==> src/rtl/if_stage_pkg.sv <==
// Shared definitions for the instruction-fetch stage: reset PC, FSM states,
// PC queue depth and the sequential-PC helper.
package if_stage_pkg;

    localparam logic [31:0] IF_RESET_PC = 32'h0000_0000;

    // Must match the number of responses ID can buffer while stalled.
    localparam int PCQ_DEPTH = 2;

    typedef enum logic [1:0] {
        IF_BOOT,
        IF_WAIT,
        IF_DROP,
        IF_HOLD
    } if_state_e;

    function automatic logic [31:0] pc_plus4(input logic [31:0] pc);
        return pc + 32'd4;
    endfunction

endpackage

==> src/rtl/if_stage_if.sv <==
// Fetch request/response bus between the IF stage (master) and the Icache (slave).
interface if_stage_if;

    logic        if_Icache_req;
    logic [31:0] if_Icache_addr;
    logic        Icache_ready;

    modport master (output if_Icache_req, output if_Icache_addr, input Icache_ready);
    modport slave  (input if_Icache_req, input if_Icache_addr, output Icache_ready);

endinterface

==> src/rtl/if_stage_pc_queue.sv <==
// Two-entry FIFO holding the PCs of fetched instructions not yet consumed by ID.
module pc_queue
    import if_stage_pkg::*;
#(
    parameter logic [31:0] RESET_PC = IF_RESET_PC
) (
    input  logic        clk,
    input  logic        rst_n,
    input  logic        clear_i,
    input  logic        push_i,
    input  logic        pop_i,
    input  logic [31:0] data_i,
    output logic [31:0] head_o,
    output logic        empty_o,
    output logic        full_o
);

    logic [31:0] mem_q [PCQ_DEPTH];
    logic        rd_q;
    logic        wr_q;
    logic [1:0]  cnt_q;
    logic        do_push;
    logic        do_pop;

    assign empty_o = (cnt_q == 2'd0);
    assign full_o  = (cnt_q == 2'(PCQ_DEPTH));
    assign head_o  = mem_q[rd_q];
    assign do_pop  = pop_i && !empty_o;
    // A full queue may still accept a push when the head leaves in the same cycle.
    assign do_push = push_i && (!full_o || do_pop);

    always_ff @(posedge clk or negedge rst_n) begin
        if (!rst_n) begin
            mem_q <= '{default: RESET_PC};
            rd_q  <= 1'b0;
            wr_q  <= 1'b0;
            cnt_q <= 2'd0;
        end else if (clear_i) begin
            rd_q  <= 1'b0;
            wr_q  <= 1'b0;
            cnt_q <= 2'd0;
        end else begin
            if (do_push) begin
                mem_q[wr_q] <= data_i;
                wr_q        <= ~wr_q;
            end
            if (do_pop) begin
                rd_q <= ~rd_q;
            end
            cnt_q <= cnt_q + 2'(do_push) - 2'(do_pop);
        end
    end

endmodule

==> src/rtl/if_stage.sv <==
// Instruction-fetch stage: owns the PC, keeps one Icache request in flight,
// applies redirects and drops responses that belong to the old path.
module if_stage
    import if_stage_pkg::*;
#(
    parameter logic [31:0] RESET_PC = IF_RESET_PC
) (
    input  logic        clk,
    input  logic        rst_n,
    input  logic        fc_jump_flag_i,
    input  logic [31:0] fc_jump_pc_i,
    input  logic        fc_stall_if_i,
    if_stage_if.master  icache,
    output logic        if_inst_valid_o,
    output logic [31:0] if_pc_o
);

    if_state_e   state_q, state_d;
    logic [31:0] addr_q, addr_d;
    logic [1:0]  stall_cnt_q, stall_cnt_d;
    logic        live;
    logic        bypass;
    logic        q_push;
    logic        q_pop;
    logic        q_empty;
    logic        q_full;
    logic [31:0] q_head;

    pc_queue #(.RESET_PC(RESET_PC)) u_pc_queue (
        .clk     (clk),
        .rst_n   (rst_n),
        .clear_i (fc_jump_flag_i),
        .push_i  (q_push),
        .pop_i   (q_pop),
        .data_i  (addr_q),
        .head_o  (q_head),
        .empty_o (q_empty),
        .full_o  (q_full)
    );

    always_ff @(posedge clk or negedge rst_n) begin
        if (!rst_n) begin
            state_q <= IF_BOOT;
        end else begin
            state_q <= state_d;
        end
    end

    always_ff @(posedge clk or negedge rst_n) begin
        if (!rst_n) begin
            addr_q      <= RESET_PC;
            stall_cnt_q <= 2'd0;
        end else begin
            addr_q      <= addr_d;
            stall_cnt_q <= stall_cnt_d;
        end
    end

    // stall_cnt tracks how many responses ID is holding; at the buffer depth we park in HOLD.
    always_comb begin
        state_d     = state_q;
        addr_d      = addr_q;
        stall_cnt_d = stall_cnt_q;
        if (q_push && !q_pop) begin
            stall_cnt_d = stall_cnt_q + 2'd1;
        end else if (q_pop && !q_push) begin
            stall_cnt_d = stall_cnt_q - 2'd1;
        end
        if (fc_jump_flag_i) begin
            addr_d      = fc_jump_pc_i;
            stall_cnt_d = 2'd0;
            // A DROP whose stale response lands this cycle has nothing left to discard.
            if ((state_q == IF_WAIT || state_q == IF_DROP) && !icache.Icache_ready) begin
                state_d = IF_DROP;
            end else begin
                state_d = IF_WAIT;
            end
        end else begin
            case (state_q)
                IF_BOOT: state_d = IF_WAIT;
                IF_WAIT: begin
                    if (live) begin
                        addr_d = pc_plus4(addr_q);
                        if (fc_stall_if_i && stall_cnt_q == 2'(PCQ_DEPTH - 1)) begin
                            state_d = IF_HOLD;
                        end
                    end
                end
                IF_DROP: begin
                    if (icache.Icache_ready) begin
                        state_d = IF_WAIT;
                    end
                end
                IF_HOLD: begin
                    if (!fc_stall_if_i) begin
                        state_d = IF_WAIT;
                    end
                end
            endcase
        end
    end

    always_comb begin
        icache.if_Icache_req  = (state_q == IF_WAIT);
        icache.if_Icache_addr = addr_q;
        live                  = (state_q == IF_WAIT) && icache.Icache_ready;
        bypass                = live && !fc_stall_if_i && q_empty;
        q_push                = live && !bypass;
        q_pop                 = !fc_stall_if_i && !q_empty;
        if_inst_valid_o       = live;
        if_pc_o               = bypass ? addr_q : q_head;
    end

    // ID never holds more than the queue depth, so an overflowing push is a design bug.
    assert property (@(posedge clk) disable iff (!rst_n)
        !(q_push && q_full && !q_pop && !fc_jump_flag_i));

endmodule

==> src/flat_wrapper.sv <==
// flat-port wrapper written by rule: the top's interface ports become plain ports
module if_stage_flat import if_stage_pkg::*;
#(
    parameter logic [31:0] RESET_PC = IF_RESET_PC
)
  (clk, rst_n, fc_jump_flag_i, fc_jump_pc_i, fc_stall_if_i, if_inst_valid_o, if_pc_o, icache_if_Icache_req, icache_if_Icache_addr, icache_Icache_ready);
  if_stage_if icache_i ();
  input  logic clk;
  input  logic rst_n;
  input  logic fc_jump_flag_i;
  input  logic [31:0] fc_jump_pc_i;
  input  logic fc_stall_if_i;
  output logic if_inst_valid_o;
  output logic [31:0] if_pc_o;
  output wire logic [$bits(icache_i.if_Icache_req)-1:0] icache_if_Icache_req;
  output wire logic [$bits(icache_i.if_Icache_addr)-1:0] icache_if_Icache_addr;
  input wire logic [$bits(icache_i.Icache_ready)-1:0] icache_Icache_ready;
  assign icache_if_Icache_req = icache_i.if_Icache_req;
  assign icache_if_Icache_addr = icache_i.if_Icache_addr;
  assign icache_i.Icache_ready = icache_Icache_ready;
  if_stage #(.RESET_PC(RESET_PC)) u_core (.clk(clk), .rst_n(rst_n), .fc_jump_flag_i(fc_jump_flag_i), .fc_jump_pc_i(fc_jump_pc_i), .fc_stall_if_i(fc_stall_if_i), .icache(icache_i), .if_inst_valid_o(if_inst_valid_o), .if_pc_o(if_pc_o));
endmodule
==> config.mk <==
export PLATFORM = sky130hd
export DESIGN_NAME = if_stage_flat
export DESIGN_NICKNAME = d
export VERILOG_FILES = /design/src/rtl/if_stage_pkg.sv /design/src/rtl/if_stage_if.sv /design/src/rtl/if_stage_pc_queue.sv /design/src/rtl/if_stage.sv /design/src/flat_wrapper.sv
export SDC_FILE = /design/constraint.sdc
export NUM_CORES = 1
export LEC_CHECK = 0
export BUFFER_PORTS_ARGS = -buffer_cell sky130_fd_sc_hd__buf_4
export CAP_MARGIN = 20
export CORE_MARGIN = 1.5
export CORE_UTILIZATION = 35
export DETAILED_ROUTE_END_ITERATION = 7
export SETUP_SLACK_MARGIN = 0.4
export SLEW_MARGIN = 5
export SYNTH_ARGS = -nofsm -noshare
export SYNTH_HDL_FRONTEND = slang
export SYNTH_SLANG_ARGS = --single-unit
export TNS_END_PERCENT = 5
==> constraint.sdc <==
create_clock -name clk -period 1.95 [get_ports clk]
set_input_delay 0.0975 -clock clk [delete_from_list [all_inputs] [get_ports clk]]
set_output_delay 0.0975 -clock clk [all_outputs]
set_load 0.05 [all_outputs]
==> flow_metrics.env, run 1 <==
export IMPL_yosysMostFrequentCell="dfrtp_1"
export IMPL_overflow=0
export IMPL_synth_edf_count=0
export IMPL_die_area_um2=15800
export IMPL_antenna_found_initial=0
export IMPL_tightest_slew_ns=0.557
export IMPL_wl_mm=14.6
export IMPL_start_util_pct=36.0
export IMPL_fillers=1265
export IMPL_synth_area_leader_cell="dfrtp_1"
export IMPL_first_global_vias=4684
export IMPL_p_total_mw=10.8
export IMPL_finClkSkew_ns=0.00742
export IMPL_grt_setup_unrepaired="yes"
export IMPL_io_buffers=102
export IMPL_vias=4318
export IMPL_netlist_area_um2=5280
export IMPL_irDropWorstVdd_mv=1.09
export IMPL_arrival_ns=2.00
export IMPL_power_switching_mw=4.31
export IMPL_gp_congestion=0.780
export IMPL_cp_top_family="buffers and inverters"
export IMPL_die_width_um=126
export IMPL_clk_path_buf_depth=2
export IMPL_drtIter0Drc=132
export IMPL_boundaryPins=103
export IMPL_worstPathRequired_ns=1.85
export IMPL_synth_top_cells_by_count="dfrtp_1, nand2_1, o21ai_0"
export IMPL_final_period_utilization_pct=107
export IMPL_path_cells="inv_2 > ha_4 > nand2_4 > nor4_4 > buf_4 > buf_12 > buf_6 > buf_16 > o21ai_2 > buf_6"
export IMPL_routed_top_layer="met4"
export IMPL_area_growth_syn_to_layout_pct=52.3
export IMPL_hold_violations=0
export IMPL_drv_cap=0
export IMPL_synth_ff_type="dfrtp_1"
export IMPL_crit_type="reg -> out"
export IMPL_core_area_um2=14600
export IMPL_outcome="finished, violations left"
export IMPL_min_path_type="in -> reg"
export IMPL_diodes=0
export IMPL_wl_met2_mm=7.09
export IMPL_rows=44
export IMPL_cpPeakStageDelay_ns=0.39
export IMPL_grt_pass1_wl_mm=23.8
export IMPL_cts_htree_levels=3
export IMPL_swShare_pct=39.8
export IMPL_startpoint_type="flop"
export IMPL_p_per_area_nw_per_um2=1350
export IMPL_yosys_area_top_type_share_pct=49.3
export IMPL_p_comb_share_pct=49.8
export IMPL_ys_ff_latch=104
export IMPL_hpwl_mm=9.43
export IMPL_final_cells=855
export IMPL_crit_slowest_cell="dfrtp_1"
export IMPL_synth_async_reset_ratio_pct=100
export IMPL_setup_viol=65
export IMPL_track_usage_pct=18.9
export IMPL_end_kind="primary output"
export IMPL_p_int_mw=6.52
export IMPL_path_clk_slew_ns=0.07
export IMPL_crit_path_frequent_cell="buf_6"
export IMPL_cellLeakagePower_nw=3.60
export IMPL_synth_area_leaders="dfrtp_1, mux2_2, mux2i_1"
export IMPL_syn_avg_cell_area_um2=10.7
export IMPL_drv_slew=0
export IMPL_yosys_warnings=0
export IMPL_synth_distinct_cells=35
export IMPL_synthCells=495
export IMPL_post_drt_wl_per_cell_um=17.1
export IMPL_clock_latency_ns=0.35
export IMPL_drcViolationCount=3
export IMPL_fin_nets=709
export IMPL_cp_max_fo=8
export IMPL_yosysSeqAreaShare_pct=49.3
export IMPL_violations="DRC, setup timing"
export IMPL_fmax_mhz=477
export IMPL_fp_dieH_um=126
export IMPL_p_seq_share_pct=29.7
export IMPL_synth_nets=538
export IMPL_crit_buf_inv=6
export IMPL_dr_wl_met3_um=505
export IMPL_ctsRootBufferMaster="clkbuf_16"
export IMPL_routed_via_density=5.05
export IMPL_drive_gt1_share_pct=45.8
export IMPL_cts_made_buffers=9
export IMPL_grt_max_degree=58
export IMPL_period_minus_slack_ns=2.10
export IMPL_drt_first_pass_iters=8
export IMPL_ant_nets=0
export IMPL_clkSinkCount=104
export IMPL_met1_length_mm=6.69
export IMPL_maxSlewHeadroom_pct=62.9
export IMPL_pwr_share_clk_pct=20.5
export IMPL_placedCellCount=793
export IMPL_finalWorstSetupSlack_ns=-0.146
export IMPL_cts_tree="done"
cell type report:
| type | instances | area (µm²) | share of cell area [%] |
|---|---|---|---|
| Timing Repair Buffer | 190 | 1860 | 23.2 |
| Clock inverter | 6 | 130 | 1.62 |
| Clock buffer | 10 | 239 | 2.97 |
| Multi-Input combinational cell | 352 | 2930 | 36.5 |
| Inverter | 9 | 38.8 | 0.483 |
| Tap cell | 184 | 230 | 2.87 |
| Sequential cell | 104 | 2610 | 32.4 |
state kept, by name, indices dropped and copies added, names as in the netlist:
name / count
u_core.state_q: 2
u_core.u_pc_queue.wr_q: 1
u_core.stall_cnt_q: 2
u_core.icache.if_Icache_addr: 32
u_core.u_pc_queue.rd_q: 1
u_core.u_pc_queue.cnt_q: 2
u_core.u_pc_queue.mem_q: 64
final timing paths:
kind | from | to | slack (ns) | depth (start not counted)
setup reg to reg | u_core.state_q[1]$_DFFE_PN0P_ | u_core.u_pc_queue.mem_q[45]$_DFFE_PN0P_ | -0.09 | 9
hold reg to reg | u_core.u_pc_queue.mem_q[4]$_DFFE_PN0P_ | u_core.u_pc_queue.mem_q[4]$_DFFE_PN0P_ | 0.51 | 1
max in group asynchronous | rst_n | u_core.state_q[0]$_DFFE_PN0P_ | 1.03 | 3
setup / recovery | u_core.state_q[1]$_DFFE_PN0P_ | if_pc_o[18] | -0.15 | 10
min in group asynchronous | rst_n | u_core.u_pc_queue.mem_q[35]$_DFFE_PN0P_ | 0.19 | 2
hold / removal | fc_jump_flag_i | u_core.u_pc_queue.rd_q$_DFFE_PN0P_ | 0.07 | 2
through the flow:
step                      hold slack [ns]  util [%]  area [µm²]  TNS, ns  setup slack (ns)
after detailed placement           0.0211      46.1        6750        0           0.00114
after CTS                          0.0568      53.9        7890    -2.27            -0.101
after global placement             0.0167      46.1        6750        0            0.0496
after floorplan                    -0.198         -        5550    -6.22            -0.198
after global routing               0.0663      54.9        8040    -9.48            -0.209
final                              0.0704      54.9        8040    -4.85            -0.146
cell usage in the layout, fill, tap and decap left out, types with 13 or more instances in the layout:
cell / instances
dfrtp_1: 102
buf_4: 101
nand2_1: 60
mux2_2: 46
buf_6: 43
mux2i_1: 34
dlygate4sd3_1: 33
o21ai_0: 27
o21ai_2: 24
xor2_1: 21
mux2_4: 19
nor2_1: 13
timing repair:
item | 4_1_cts | 5_1_grt
gates cloned | 3 | 1
buffers inserted | 8 | 1
resized for setup | 83 | 36
hold buffers | 33 | 0
pin swaps | 22 | 6
hold endpoints to repair | 53 | 0
endpoints found under the setup margin | 128 | 133
per-layer routing:
layer,up-vias,GRT usage [%]
met5,-,0
met4,0,7.44
met3,26,3.02
met2,94,31.5
met1,2133,24.7
li1,2065,-
cell families (layout without fill, tap and decap cells):
kind of cell / count (synthesis) / in the layout / share of synthesized area [%]
mux: 100 / 100 / 20.5
fa+ha+maj: 6 / 6 / 1.42
xor+xnor: 33 / 33 / 5.48
buf+inv: 39 / 215 / 3.01
flops: 104 / 104 / 49.3
simple gates: 136 / 136 / 12.7
compound gates: 77 / 77 / 7.54
power by group through the flow:
stage	clock [mW]	sequential [mW]	combinational (mW)
6_report	2.22	3.22	5.40
5_1_grt	2.35	3.30	5.68
4_1_cts	2.25	3.20	5.29
3_5_place_dp	0	3.25	4.65
3_3_place_gp	0	3.20	4.59
2_1_floorplan	0	3.37	3.17
(Power assumes the default switching activity.)
==> inputs of run 2 (changes only) <==
Settings changed: GPL_TIMING_DRIVEN set to 0.
==> flow_metrics.env, run 2 (synthesis results as in run 1) <==
export IMPL_outcome="finished, violations left"
export IMPL_violations="DRC, setup timing"
export IMPL_tightest_slew_ns=0.589
export IMPL_area_growth_syn_to_layout_pct=45.9
export IMPL_overflow=0
export IMPL_finClkSkew_ns=0.00775
export IMPL_vias=4268
export IMPL_fin_nets=696
export IMPL_startpoint_type="flop"
export IMPL_die_width_um=126
export IMPL_grt_pass1_wl_mm=23.1
export IMPL_maxSlewHeadroom_pct=60.7
export IMPL_wl_met2_mm=6.97
export IMPL_worstRegToRegCells=6
export IMPL_cpPeakStageDelay_ns=0.40
export IMPL_cp_depth=9
export IMPL_cp_top_family="buffers and inverters"
export IMPL_p_int_mw=5.93
export IMPL_crit_type="reg -> out"
export IMPL_clock_latency_ns=0.35
export IMPL_gp_congestion=0.787
export IMPL_largest_reg_flops=64
export IMPL_start_util_pct=36.0
export IMPL_dr_wl_met3_um=542
export IMPL_whs_path_depth=3
export IMPL_stdcell_area_um2=7700
export IMPL_p_comb_share_pct=50.4
export IMPL_regMostFlops="u_core.u_pc_queue.mem_q"
export IMPL_cts_made_buffers=9
export IMPL_hold_violations=0
export IMPL_io_buffers=101
export IMPL_period_minus_slack_ns=2.09
export IMPL_pwr_share_clk_pct=17.7
export IMPL_crit_buf_inv=4
export IMPL_p_total_mw=10.2
export IMPL_cellLeakagePower_nw=3.39
export IMPL_grt_setup_unrepaired="yes"
export IMPL_end_kind="primary output"
export IMPL_boundaryPins=103
export IMPL_track_usage_pct=18.9
export IMPL_power_switching_mw=4.23
export IMPL_routed_via_density=5.07
export IMPL_wl_mm=14.6
export IMPL_core_area_um2=14600
export IMPL_cp_max_fo=10
export IMPL_clk_path_buf_depth=2
export IMPL_drt_first_pass_iters=8
export IMPL_grt_max_degree=62
export IMPL_swShare_pct=41.6
export IMPL_setup_viol=42
export IMPL_hold_worst_slack_ns=0.157
export IMPL_ctsRootBufferMaster="clkbuf_16"
export IMPL_diodes=0
export IMPL_post_drt_wl_per_cell_um=17.3
export IMPL_ant_nets=0
export IMPL_rows=44
export IMPL_worstPathRequired_ns=1.85
export IMPL_dpl_worst_slack_ns=-0.509
export IMPL_drive_gt1_share_pct=44.1
export IMPL_fmax_mhz=478
export IMPL_antenna_found_initial=0
export IMPL_p_seq_share_pct=31.9
export IMPL_path_clk_slew_ns=0.07
export IMPL_final_period_utilization_pct=107
export IMPL_fp_dieH_um=126
export IMPL_cts_htree_levels=3
export IMPL_drv_slew=0
export IMPL_hpwl_mm=9.94
export IMPL_setup_tns_final_ns=-3.12
export IMPL_mostFrequentLayoutCell="dfrtp_1"
export IMPL_drcViolationCount=5
export IMPL_p_per_area_nw_per_um2=1320
export IMPL_irDropWorstVdd_mv=1.09
export IMPL_final_cell_mix="dfrtp_1, buf_4, mux2_2"
export IMPL_cts_tree="done"
export IMPL_crit_path_frequent_cell="buf_6"
export IMPL_drv_cap=0
export IMPL_path_cells="inv_2 > ha_4 > nand2_8 > nor4_4 > buf_6 > clkbuf_16 > nand2_1 > o21ai_2 > buf_6"
export IMPL_arrival_ns=1.99
export IMPL_met1_length_mm=6.81
export IMPL_min_path_type="in -> reg"
export IMPL_first_global_vias=4288
export IMPL_timing_reg2reg_setup_slack_ns=-0.09
export IMPL_die_area_um2=15800
export IMPL_drtIter0Drc=228
export IMPL_clkSinkCount=104
export IMPL_placed_cell_area_um2=6570
export IMPL_finalWorstSetupSlack_ns=-0.141
export IMPL_routed_top_layer="met4"
export IMPL_crit_slowest_cell="dfrtp_1"
[run 2: changes by cell type in the layout (fill, tap and decap cells not counted), moves of 5 or more]
cell       previous run  this run
clkbuf_1              0        12
mux2_4               19         0
o21ai_1               9         2
buf_4               101        82
buf_12                9         0
o21ai_0              27        34
mux2_2               46        65
buf_6                43        38
clkbuf_16            10        16
[run 2: power by group through the flow]
stage	clock [mW]	sequential, mW	combinational (mW)
global route	1.94	3.33	5.38
global placement	0	3.22	4.49
CTS	1.85	3.23	5.11
floorplan	0	3.37	3.17
finish	1.80	3.24	5.12
detailed placement	0	3.27	4.54
[run 2: path summary, 6_finish.rpt]
| path | startpoint | endpoint |
|---|---|---|
| setup reg to reg | u_core.icache.if_Icache_addr[5]$_DFFE_PN0P_ | u_core.icache.if_Icache_addr[22]$_DFFE_PN0P_ |
| max in group asynchronous | rst_n | u_core.icache.if_Icache_addr[7]$_DFFE_PN0P_ |
| hold reg to reg | u_core.u_pc_queue.mem_q[4]$_DFFE_PN0P_ | u_core.u_pc_queue.mem_q[4]$_DFFE_PN0P_ |
| setup / recovery | u_core.state_q[1]$_DFFE_PN0P_ | if_pc_o[20] |
| min in group asynchronous | rst_n | u_core.u_pc_queue.mem_q[62]$_DFFE_PN0P_ |
| hold / removal | icache_Icache_ready | u_core.state_q[0]$_DFFE_PN0P_ |
[run 2: worst reg2reg max path, stage by stage (launching register included)]
cell and delay [ns]:
dfrtp_1 0.39, buf_6 0.14, nand4_1 0.36, or4_4 0.60, nor3_2 0.21, xnor2_1 0.15
o21ai_2 0.06
[run 2: through the flow]
step           utilization [%]  instances
2_1_floorplan                -        495
6_report                  52.6        841
3_3_place_gp              44.7        780
3_5_place_dp              44.8        781
4_1_cts                   52.0        840
5_1_grt                   52.6        841
[run 2: timing repair]
action,4_1_cts,5_1_grt
setup buffers,9,1
endpoints found under the setup margin,130,131
hold buffers,33,0
cloned,2,0
hold endpoints to repair,75,0
gates resized for setup,83,24
pin swaps,9,4
[run 2: layout make-up]
cell class | instances | area [µm²]
plain buffers | 30 | 307
clock buffers | 12 | 246
clock inverters | 3 | 42.5
fillers | 1275 | 6950
inverters | 9 | 36.3
multi-input cells | 352 | 2870
flip-flops and latches | 104 | 2610
well taps | 184 | 230
repair buffers | 147 | 1360
[run 2: metal layers]
layer | up-vias | GRT usage [%]
met3 | 15 | 2.80
li1 | 2051 | -
met2 | 102 | 30.7
met1 | 2100 | 25.8
met5 | - | 0
met4 | 0 | 6.63
==> inputs of run 3 (changes only) <==
Settings changed: HOLD_SLACK_MARGIN set to 0.05.
Clock period 1.95 ns to 2.2 ns, I/O delays scaled along.
==> flow_metrics.env, run 3 (synthesis results as in run 1) <==
export IMPL_fp_dieH_um=126
export IMPL_regMostFlops="u_core.u_pc_queue.mem_q"
export IMPL_area_growth_syn_to_layout_pct=44.4
export IMPL_drcViolationCount=5
export IMPL_finClkSkew_ns=0.00694
export IMPL_period_minus_slack_ns=2.09
export IMPL_end_kind="flop"
export IMPL_tightest_slew_ns=0.597
export IMPL_p_total_mw=8.86
export IMPL_drv_cap=0
export IMPL_track_usage_pct=18.9
export IMPL_mostFrequentLayoutCell="dfrtp_1"
export IMPL_overflow=0
export IMPL_stdcell_area_um2=7620
export IMPL_multi_input_area_um2=2810
export IMPL_swShare_pct=41.8
export IMPL_path_clk_slew_ns=0.07
export IMPL_dpl_worst_slack_ns=-0.272
export IMPL_setup_viol=0
export IMPL_violations="DRC"
export IMPL_finalWorstSetupSlack_ns=0.111
export IMPL_cp_top_family="buffers and inverters"
export IMPL_first_global_vias=4278
export IMPL_final_period_utilization_pct=95.0
export IMPL_arrival_ns=2.33
export IMPL_outcome="finished, violations left"
export IMPL_drtIter0Drc=218
export IMPL_clock_latency_ns=0.35
export IMPL_hpwl_mm=9.94
export IMPL_die_area_um2=15800
export IMPL_pwr_share_clk_pct=18.0
export IMPL_cp_max_fo=10
export IMPL_p_per_area_nw_per_um2=1160
export IMPL_clk_path_buf_depth=2
export IMPL_routed_via_density=5.05
export IMPL_startpoint_type="flop"
export IMPL_core_area_um2=14600
export IMPL_cts_made_buffers=9
export IMPL_cpPeakStageDelay_ns=0.39
export IMPL_regArea_um2=2610
export IMPL_vias=4280
export IMPL_wl_mm=14.5
export IMPL_drive_gt1_share_pct=42.0
export IMPL_drv_slew=0
export IMPL_p_seq_share_pct=32.3
export IMPL_placedCellCount=781
export IMPL_worstPathRequired_ns=2.44
export IMPL_crit_buf_inv=3
export IMPL_boundaryPins=103
export IMPL_grt_setup_unrepaired="yes"
export IMPL_drt_first_pass_iters=6
export IMPL_fmax_mhz=479
export IMPL_post_drt_wl_per_cell_um=17.1
export IMPL_maxSlewHeadroom_pct=60.1
export IMPL_path_cells="inv_2 > ha_4 > nand2_8 > buf_12 > nor4_4 > buf_2 > mux2_2"
export IMPL_ant_nets=0
export IMPL_largest_reg_flops=64
export IMPL_ctsRootBufferMaster="clkbuf_16"
export IMPL_p_int_mw=5.16
export IMPL_grt_pass1_wl_mm=23.1
export IMPL_power_switching_mw=3.70
export IMPL_cellLeakagePower_nw=3.38
export IMPL_io_buffers=101
export IMPL_start_util_pct=36.0
export IMPL_diodes=0
export IMPL_crit_type="reg -> reg"
export IMPL_irDropWorstVdd_mv=0.935
export IMPL_final_cell_mix="dfrtp_1, buf_4, nand2_1, mux2_2, mux2i_1"
export IMPL_fin_nets=703
export IMPL_rows=44
export IMPL_antenna_found_initial=0
export IMPL_hold_violations=0
export IMPL_grt_max_degree=62
export IMPL_cts_tree="done"
export IMPL_hold_worst_slack_ns=0.151
export IMPL_final_cells=848
export IMPL_cts_htree_levels=3
export IMPL_crit_slowest_cell="dfrtp_1"
export IMPL_die_width_um=126
export IMPL_clkSinkCount=104
export IMPL_min_path_type="in -> reg"
export IMPL_p_comb_share_pct=49.7
export IMPL_placed_cell_area_um2=6570
export IMPL_fillers=1283
export IMPL_gp_congestion=0.787
==> run 3: cell types whose count changed in the layout (fill, tap and decap cells not counted), moves of 3 or more <==
cell,previous run,this run
buf_4,82,99
buf_6,38,21
nand2_1,56,65
nand2_2,9,2
buf_2,1,6
dfrtp_1,99,102
dfrtp_2,5,2
nor2_2,5,2
==> run 3: final timing paths <==
check                                                     endpoint  slack (ns)  cells after the start                                     from
min reg2reg                u_core.u_pc_queue.mem_q[54]$_DFFE_PN0P_        0.51                      1  u_core.u_pc_queue.mem_q[54]$_DFFE_PN0P_
min                                  u_core.state_q[0]$_DFFE_PN0P_        0.15                      3                      icache_Icache_ready
min in group asynchronous  u_core.u_pc_queue.mem_q[62]$_DFFE_PN0P_        0.30                      2                                    rst_n
max in group asynchronous  u_core.u_pc_queue.mem_q[15]$_DFFE_PN0P_        1.20                      3                                    rst_n
max                        u_core.u_pc_queue.mem_q[43]$_DFFE_PN0P_        0.11                      7            u_core.state_q[1]$_DFFE_PN0P_
max reg2reg                u_core.u_pc_queue.mem_q[43]$_DFFE_PN0P_        0.11                      7            u_core.state_q[1]$_DFFE_PN0P_
==> run 3: per-stage QoR <==
stage          utilization (%)  setup TNS (ns)
2_1_floorplan                -               0
3_3_place_gp              44.7           -5.21
3_5_place_dp              44.8           -6.00
4_1_cts                   51.2               0
5_1_grt                   52.0               0
6_report                  52.0               0
==> run 3: worst register-to-register path: stages, from the launching register on <==
cell and delay (ns):
dfrtp_1 0.39, inv_2 0.07, ha_4 0.18, nand2_8 0.07, buf_12 0.13, nor4_4 0.38
buf_2 0.38, mux2_2 0.38
==> run 3: layer usage <==
layer | global-route usage (%) | part of all wire, %
met1 | 26.0 | 47
met2 | 30.3 | 48
met3 | 2.76 | 3.6
met4 | 7.57 | 1.8
met5 | 0 | 0
==> run 3: area by class of cell <==
cell class,instances,area share (%)
plain buffers,30,3.56
repair buffers,154,18.0
clock inverters,3,0.559
well taps,184,3.02
flip-flops and latches,104,34.2
inverters,9,0.444
multi-input cells,352,36.9
clock buffers,12,3.24
==> run 3: power by group through the flow <==
| stage | clock, mW | combinational, mW | sequential [mW] |
|---|---|---|---|
| after floorplan | 0 | 2.81 | 2.99 |
| after global placement | 0 | 3.98 | 2.86 |
| after detailed placement | 0 | 4.03 | 2.90 |
| after CTS | 1.64 | 4.38 | 2.86 |
| after global routing | 1.72 | 4.63 | 2.95 |
| final | 1.60 | 4.40 | 2.87 |
==> run 3: timing repair <==
action | 4_1_cts | 5_1_grt
hold buffers | 33 | 0
cloned | 2 | 0
setup buffers | 10 | 7
pin swaps | 1 | 7
endpoints found under the hold margin | 75 | 0
gates resized for setup | 42 | 23
endpoints found under the setup margin | 119 | 122
